File: src/rtl/pipe_seq_ctrl.sv
// Frame sequencer and valid/sof/eof aligner for a LATENCY-deep register-chain datapath.
// Optional overrun detection is built when PIPE_SEQ_CTRL_OVERRUN_CHK_EN is defined.
module pipe_seq_ctrl #(
   parameter int LATENCY   = 4,
   parameter int FRAME_LEN = 1024,
   parameter int CNT_W     = 16
) (
   input  logic             CLK_in,
   input  logic             RST_in,
   input  logic             start_in,
   input  logic             abort_in,
   input  logic             in_valid_in,
   output logic             in_ready_out,
   output logic             out_valid_out,
   output logic             out_sof_out,
   output logic             out_eof_out,
   output logic             busy_out,
   output logic             done_out,
   output logic [CNT_W-1:0] pix_cnt_out,
   output logic             err_out
);

   localparam int DRN_W = $clog2(LATENCY + 1);
   localparam logic [CNT_W-1:0] LAST_IDX = CNT_W'(FRAME_LEN - 1);
   localparam logic [DRN_W-1:0] DRN_LOAD = DRN_W'(LATENCY);

   typedef enum logic [1:0] {
      S_IDLE  = 2'd0,
      S_RUN   = 2'd1,
      S_DRAIN = 2'd2,
      S_DONE  = 2'd3
   } state_t;

   state_t             state_q, state_d;
   logic [CNT_W-1:0]   issue_q, issue_d;
   logic [DRN_W-1:0]   drain_q, drain_d;
   logic [CNT_W-1:0]   pix_q;
   logic [LATENCY-1:0] vld_q, sof_q, eof_q;
   logic               push_vld_s, push_sof_s, push_eof_s;
   logic               start_ok_s;

   // Next-state, counter and shadow-push decode; abort overrides everything
   always_comb begin
      state_d    = state_q;
      issue_d    = issue_q;
      drain_d    = drain_q;
      push_vld_s = 1'b0;
      push_sof_s = 1'b0;
      push_eof_s = 1'b0;
      start_ok_s = 1'b0;
      case (state_q)
         S_IDLE: begin
            if (start_in) begin
               state_d    = S_RUN;
               issue_d    = '0;
               start_ok_s = 1'b1;
            end else begin
               state_d = S_IDLE;
            end
         end
         S_RUN: begin
            if (in_valid_in) begin
               push_vld_s = 1'b1;
               push_sof_s = (issue_q == '0);
               push_eof_s = (issue_q == LAST_IDX);
               issue_d    = issue_q + CNT_W'(1);
               if (issue_q == LAST_IDX) begin
                  state_d = S_DRAIN;
                  drain_d = DRN_LOAD;
               end else begin
                  state_d = S_RUN;
               end
            end else begin
               state_d = S_RUN;
            end
         end
         S_DRAIN: begin
            // Counter holds the cycles still left before the eof reaches the output
            if (drain_q <= DRN_W'(1)) begin
               state_d = S_DONE;
               drain_d = '0;
            end else begin
               drain_d = drain_q - DRN_W'(1);
            end
         end
         S_DONE: begin
            state_d = S_IDLE;
         end
         default: begin
            state_d = S_IDLE;
         end
      endcase
      if (abort_in) begin
         state_d    = S_IDLE;
         issue_d    = '0;
         drain_d    = '0;
         push_vld_s = 1'b0;
         push_sof_s = 1'b0;
         push_eof_s = 1'b0;
         start_ok_s = 1'b0;
      end else begin
         start_ok_s = start_ok_s;
      end
   end

   // State, counters and state-decoded outputs, registered from next state
   always_ff @(posedge CLK_in or posedge RST_in) begin
      if (RST_in) begin
         state_q      <= S_IDLE;
         issue_q      <= '0;
         drain_q      <= '0;
         in_ready_out <= 1'b0;
         busy_out     <= 1'b0;
         done_out     <= 1'b0;
      end else begin
         state_q      <= state_d;
         issue_q      <= issue_d;
         drain_q      <= drain_d;
         in_ready_out <= (state_d == S_RUN);
         busy_out     <= (state_d == S_RUN) || (state_d == S_DRAIN);
         done_out     <= (state_d == S_DONE);
      end
   end

   // Shadow pipeline mirroring the datapath register chain
   always_ff @(posedge CLK_in or posedge RST_in) begin
      if (RST_in) begin
         vld_q <= '0;
         sof_q <= '0;
         eof_q <= '0;
      end else if (abort_in) begin
         vld_q <= '0;
         sof_q <= '0;
         eof_q <= '0;
      end else begin
         vld_q[0] <= push_vld_s;
         sof_q[0] <= push_sof_s;
         eof_q[0] <= push_eof_s;
         for (int i = 1; i < LATENCY; i++) begin
            vld_q[i] <= vld_q[i-1];
            sof_q[i] <= sof_q[i-1];
            eof_q[i] <= eof_q[i-1];
         end
      end
   end

   assign out_valid_out = vld_q[LATENCY-1];
   assign out_sof_out   = sof_q[LATENCY-1];
   assign out_eof_out   = eof_q[LATENCY-1];

   // Saturating count of samples emitted in the current frame
   always_ff @(posedge CLK_in or posedge RST_in) begin
      if (RST_in) begin
         pix_q <= '0;
      end else if (start_ok_s) begin
         pix_q <= '0;
      end else if (vld_q[LATENCY-1] && (pix_q != '1)) begin
         pix_q <= pix_q + CNT_W'(1);
      end else begin
         pix_q <= pix_q;
      end
   end

   assign pix_cnt_out = pix_q;

`ifdef PIPE_SEQ_CTRL_OVERRUN_CHK_EN
   logic err_q;
   logic ovr_s;

   assign ovr_s = in_valid_in && ((state_q == S_DRAIN) || (state_q == S_DONE));

   // Sticky overrun flag, cleared only by an honoured start
   always_ff @(posedge CLK_in or posedge RST_in) begin
      if (RST_in) begin
         err_q <= 1'b0;
      end else if (start_ok_s) begin
         err_q <= 1'b0;
      end else if (ovr_s) begin
         err_q <= 1'b1;
      end else begin
         err_q <= err_q;
      end
   end

   assign err_out = err_q;
`else
   assign err_out = 1'b0;
`endif

endmodule

File: config.mk
export PLATFORM = sky130hd
export DESIGN_NAME = pipe_seq_ctrl
export DESIGN_NICKNAME = d
export VERILOG_FILES = /design/src/rtl/pipe_seq_ctrl.sv
export SDC_FILE = /design/constraint.sdc
export NUM_CORES = 1
export LEC_CHECK = 0
export CAP_MARGIN = 20
export CORE_MARGIN = 4
export CORE_UTILIZATION = 51
export CTS_CLUSTER_SIZE = 28
export DETAILED_ROUTE_END_ITERATION = 8
export PLACE_DENSITY = 0.75
export SYNTH_ARGS = -nofsm -noshare
export SYNTH_HDL_FRONTEND = slang
export SYNTH_SLANG_ARGS = --single-unit
File: constraint.sdc
create_clock -name CLK_in -period 1.8 [get_ports CLK_in]
set_clock_uncertainty 0.15 [all_clocks]
set_input_delay 0.27 -clock CLK_in [delete_from_list [all_inputs] [get_ports CLK_in]]
set_output_delay 0.27 -clock CLK_in [all_outputs]
set_load 0.01 [all_outputs]
==> results.tsv, run 1 <==
stage	metric	value	unit
status	status	finished with violations	
status	violations	negative setup slack	
logic_synthesis	synth_edf_count	0	
placed_design	place_inst	416	
setup_path	slowest_delay	0.41	ns
timing	fin_crit	1.86	ns
placed_design	dp_hpwl	4710	µm
logic_synthesis	netlist-cell-type-count	51	
drt	drt_iter0_drc	167	
drt	maxUsedRoutingLayer	met4	
global_routing	grt_max_degree	53	
die	top_level_ports	28	
drt	drtPass1Iterations	4	
logic_synthesis	synth-seq-cells	52	
logic_synthesis	syn_inst	276	
setup_path	path_buf_inv	1	
logic_synthesis	avgSynthCellArea	9.81	µm²
timing	finalMaxSlewViolations	0	
logic_synthesis	netlist_area	2710	µm²
global_routing	grt_pass1_wl	11300	µm
layout	utilization	73.0	%
logic_synthesis	ys_warn_count	0	
die	die_area	6540	µm²
timing	holdWs	0.173	ns
power	power_density	601	nW/µm²
setup_path	crit_slowest_cell	dfrtp_1	
die	die-width	80.8	µm
layout	areaGrowthSynthToFinish	38.7	%
drt	wirelength_met1	2880	µm
placed_design	placed_cell_area	3470	µm²
setup_path	path_cells	ha_4 > and3_1 > and4_4 > nand4_1 > a21o_1 > ha_1 > inv_1	
layout	fin_area	3750	µm²
drt	wl	6650	µm
clock_network	cts_max_path_buffers	2	
timing	hold_viol_final	0	
clock_network	cts_buffers	5	
drt	vias	2480	
run	cap_violations	0	
clock_network	cts_root_buffer	clkbuf_8	
timing	fin_setup_tns	-0.0823	ns
setup_path	worstRegToRegCells	7	
timing	setup-violations-final	2	
clock_network	clkTransAtPathRegs	0.10	ns
clock_network	worstSkewPairLatency	0.31	ns
global_routing	grt_use_total	22.0	%
clock_network	h-tree-depth	2	
drt	wl_met2	3410	µm
setup_path	crit_arrival	1.92	ns
power	cellLeakagePower	1.80	nW
placed_design	port_buffers	26	
setup_path	required	1.86	ns
drt	drtAntennaViolNets	0	
layout	fin_nets	369	
logic_synthesis	synth_ff_type	dfrtp_1	
layout	num_antenna_cells	0	
drt	route.detailed.drc	0	
layout	n_fill_cell	382	
drt	detail_route.wl_per_cell	15.5	µm
drt	wl_met3	258	µm
layout	drive_above_1_share	28.1	%
timing	fin_crit_sh	103	%
timing	grt_setup_unrepaired	true	
die	start_util	52.7	%
setup_path	startpoint_type	register	
drt	routed_via_density	5.78	
timing	max_freq	0.538	GHz
placed_design	place.gp.congestion	0.910	
clock_network	cts_hold_buf	0	
global_routing	grt_pass1_vias	2466	
die	core_area	5140	µm²
global_routing	antenna_found_initial	0	
clock_network	cts_sinks	52	
die	rows	26	
die	die_y	80.8	µm
clock_network	cts_tree	built	
power	peakVddDrop	0.000378	V
setup_path	endpoint_kind	register	
setup_path	path_max_fanout	3	
timing	setup_ws	-0.0589	ns
logic_synthesis	yosysSeqAreaShare	48.1	%
setup_path	path_depth	7	
layout	stdcell_count	429	
setup_path	critPathTopFamily	simple AND/OR/NAND/NOR gates	
setup_path	r2r_slack	-0.06	ns
logic_synthesis	synthArstFlopShare	100	%
global_routing	overflow	0	
setup_path	criticalPathCategory	register to register	
min_path	hold_path_class	primary input to async pin	
logic_synthesis	syn-num-nets	287	
==> sequential cells by signal (all words and copies together), names as in the netlist <==
register	cells
vld_q	4
issue_q	16
busy_out	1
done_out	1
state_q	2
eof_q	4
drain_q	3
in_ready_out	1
sof_q	4
pix_cnt_out	16
==> metrics by stage <==
step | worst slack [ns] | power (mW)
2_1_floorplan | -0.0868 | 1.34
3_3_place_gp | -0.129 | 1.44
3_5_place_dp | -0.210 | 1.44
4_1_cts | -0.0568 | 2.27
5_1_grt | -0.127 | 2.35
6_report | -0.0589 | 2.26
==> where the power goes <==
| part | internal (mW) | leakage, nW | switching [mW] |
|---|---|---|---|
| clock | 0.419 | 0.0548 | 0.401 |
| combinational | 0.106 | 1.03 | 0.128 |
| sequential | 1.19 | 0.714 | 0.0156 |
==> layer usage <==
layer	up-vias	global-route usage (%)
met3	11	3.66
met2	61	38.4
met5	-	0
met4	0	6.76
li1	1189	-
met1	1219	27.7
==> area by class of cell <==
cell class	instances	area [µm²]	share of cell area [%]
Tap cell	70	87.6	2.33
Sequential cell	52	1310	34.8
Clock buffer	5	68.8	1.83
Timing Repair Buffer	85	737	19.6
Clock inverter	3	46.3	1.23
Multi-Input combinational cell	202	1460	39.0
Inverter	12	45.0	1.20
==> worst reg2reg max path, cell delays in order, from the launching register on <==
cell and delay (ns):
dfrtp_1 0.41, ha_4 0.15, and3_1 0.14, and4_4 0.23
nand4_1 0.16, a21o_1 0.21, ha_1 0.27, inv_1 0.03
==> worst paths after layout <==
kind | to | startpoint
hold / removal | done_out | RST_in
setup reg to reg | busy_out | issue_q[1]
min in group CLK_in | vld_q[1] | vld_q[0]
hold reg to reg | vld_q[1] | vld_q[0]
max in group asynchronous | pix_cnt_out[1] | RST_in
setup / recovery | busy_out | issue_q[1]
==> cell usage after synthesis (all sizes together) (6+ instances only) <==
| master | instances | share of area, % |
|---|---|---|
| a21oi | 20 | 3.7 |
| nor4 | 7 | 2.1 |
| nand4 | 12 | 4.3 |
| nor2 | 11 | 1.5 |
| nand3 | 11 | 2.0 |
| inv | 12 | 1.7 |
| dfrtp | 52 | 48 |
| a31oi | 7 | 1.6 |
| or3 | 12 | 2.8 |
| ha | 6 | 2.8 |
| o21ai | 24 | 4.4 |
| nand2 | 20 | 2.8 |
| and3 | 6 | 1.4 |
| nor2b | 12 | 2.8 |
==> cells by family after synthesis <==
| logic type | count (synthesis) | share of synthesized area (%) |
|---|---|---|
| AND/OR/NAND/NOR | 118 | 27.1 |
| AO/OA/AOI/OAI | 71 | 16.4 |
| flip-flops | 52 | 48.1 |
| buffers and inverters | 22 | 3.38 |
| adder cells (fa/ha/maj) | 6 | 2.77 |
| XOR/XNOR | 3 | 0.971 |
| multiplexers | 3 | 1.16 |
| other | 1 | 0.139 |
==> what timing repair did <==
item                                    CTS  global route
gates resized for setup                   9            25
pin swaps                                 4             4
buffers inserted                          3             2
endpoints found under the hold margin     0             0
endpoints found under the setup margin    8            32
==> cells in the final DEF, fill, tap and decap left out, types with 3 or more instances in the layout <==
master,count
o21ai_0,8
nor2_1,9
ha_1,3
a21o_1,5
and3_1,6
nor2b_1,12
dfrtp_1,48
dlygate4sd2_1,3
clkbuf_8,5
dfrtp_2,4
a31oi_1,7
buf_4,56
and4_1,3
dlymetal6s2s_1,7
a21oi_1,17
o21ai_1,16
nand3_1,10
nand2_1,20
clkdlybuf4s50_1,16
nand2b_1,3
nand4_4,3
a21oi_2,3
nor3_1,3
nand4_1,8
nor4_1,4
or3_1,12
inv_1,10
(Power assumes the default switching activity.)
==> run 2: changes to the inputs <==
CORE_ASPECT_RATIO = 1.25   (was unset)
==> results.tsv, run 2 (synthesized netlist as in run 1, its figures left out) <==
stage	metric	value	unit
status	status	finished with violations	
status	violations	negative setup slack	
drt	drtPass1Iterations	4	
placed_design	dp_hpwl	5200	µm
setup_path	r2r_start	issue_q[1]	
setup_path	endpoint_kind	register	
layout	stdcell_count	432	
run	cap_violations	0	
power	power_density	565	nW/µm²
timing	setup_ws	-0.0256	ns
global_routing	grt_max_degree	44	
drt	detail_route.wl_per_cell	16.8	µm
global_routing	grt_pass1_vias	2540	
clock_network	cts_tree	built	
layout	final_common_cell	buf_4	
setup_path	crit_arrival	1.88	ns
setup_path	path_max_fanout	2	
power	power.switching	0.528	mW
die	core_area	5120	µm²
clock_network	cts_max_path_buffers	2	
power	peakVddDrop	0.000454	V
setup_path	reg2reg_to	busy_out	
layout	num_antenna_cells	0	
power	p_int	1.61	mW
power	p_comb_share	11.8	%
layout	fin_area	3790	µm²
die	die-width	73.2	µm
drt	drtAntennaViolNets	0	
timing	setup-violations-final	1	
min_path	hold_path_class	primary input to async pin	
setup_path	startpoint_type	register	
power	seqPwrFrac	56.1	%
placed_design	port_buffers	26	
layout	drive_above_1_share	31.1	%
setup_path	worstRegToRegCells	7	
power	sw_frac_of_total	24.6	%
power	cellLeakagePower	1.82	nW
power	p_total	2.14	mW
layout	mostFrequentLayoutCells	buf_4 (66), dfrtp_1 (46), nand2_1 (20), clkdlybuf4s50_1 (17)	
timing	finalMaxSlewViolations	0	
layout	areaGrowthSynthToFinish	40.2	%
drt	wl	7270	µm
placed_design	place_ws	-0.220	ns
power	p_clk_share	32.1	%
timing	fin_crit	1.83	ns
clock_network	cts_sinks	52	
die	rows	29	
clock_network	cts_root_buffer	clkbuf_8	
drt	drt_iter0_drc	91	
die	top_level_ports	28	
clock_network	cts_hold_buf	0	
clock_network	cts_buffers	5	
global_routing	antenna_found_initial	0	
clock_network	worstSkewPairLatency	0.30	ns
timing	max_freq	0.548	GHz
timing	grt_setup_unrepaired	true	
setup_path	r2r_slack	-0.03	ns
drt	vias	2564	
global_routing	grt_use_total	23.5	%
drt	routed_via_density	5.94	
die	die_area	6540	µm²
drt	route.detailed.drc	0	
die	start_util	52.9	%
timing	fin_crit_sh	101	%
clock_network	clkTransAtPathRegs	0.09	ns
global_routing	grt_pass1_wl	11800	µm
placed_design	place_inst	411	
placed_design	place.gp.congestion	0.888	
placed_design	placed_cell_area	3480	µm²
setup_path	required	1.85	ns
clock_network	h-tree-depth	2	
layout	fin_nets	380	
die	die_y	89.4	µm
timing	hold_viol_final	0	
setup_path	criticalPathCategory	register to register	
global_routing	overflow	0	
[run 2: critical path, stage by stage, from the launching register on]
cell	delay [ns]
dfrtp_1	0.40
ha_4	0.15
and3_1	0.16
and4_4	0.24
nand4_1	0.13
a21o_1	0.19
ha_1	0.27
inv_1	0.04
[run 2: layout make-up]
type	count	area [µm²]
Fill cell	377	1320
Sequential cell	52	1310
Multi-Input combinational cell	202	1460
Inverter	12	45.0
Clock inverter	1	7.51
Timing Repair Buffer	96	815
Clock buffer	7	86.3
Tap cell	62	77.6
[run 2: worst max path at each step]
stage | end | slack (ns) | from | cells after the start
final | busy_out | -0.03 | issue_q[1] | 7
after detailed placement | issue_q[10] | -0.22 | abort_in | 7
after global routing | busy_out | -0.08 | issue_q[1] | 7
after global placement | done_out | -0.16 | in_valid_in | 6
after CTS | busy_out | -0.03 | issue_q[1] | 7
after floorplan | busy_out | -0.09 | issue_q[2] | 7
[run 2: power by group through the flow]
stage | Combinational (mW) | Sequential, mW | Clock [mW]
2_1_floorplan | 0.115 | 1.23 | 0
3_3_place_gp | 0.232 | 1.22 | 0
3_5_place_dp | 0.239 | 1.22 | 0
4_1_cts | 0.241 | 1.20 | 0.712
5_1_grt | 0.275 | 1.20 | 0.756
6_report | 0.253 | 1.20 | 0.689
[run 2: per-stage QoR]
stage	utilization [%]	setup TNS, ns	hold WS (ns)
2_1_floorplan	-	-0.0868	0.289
3_3_place_gp	68.1	-1.69	0.290
3_5_place_dp	68.1	-2.70	0.304
4_1_cts	71.7	-0.0278	0.0567
5_1_grt	74.2	-0.465	0.0639
6_report	74.2	-0.0256	0.0622
[run 2: timing repair]
action | in CTS | in global routing
endpoints found under the setup margin | 10 | 30
cloned | 0 | 1
resized for setup | 12 | 26
pin swaps | 5 | 8
setup buffers | 8 | 6
[run 2: layer usage]
metal | wire length, µm | part of all wire [%] | vias to the layer above | track usage [%]
met5 | 0 | 0 | - | 0
met1 | 2760 | 38 | 1304 | 25.4
met4 | 146 | 2.0 | 0 | 10.2
li1 | - | - | 1199 | -
met2 | 4140 | 57 | 48 | 43.5
met3 | 222 | 3.1 | 13 | 4.95
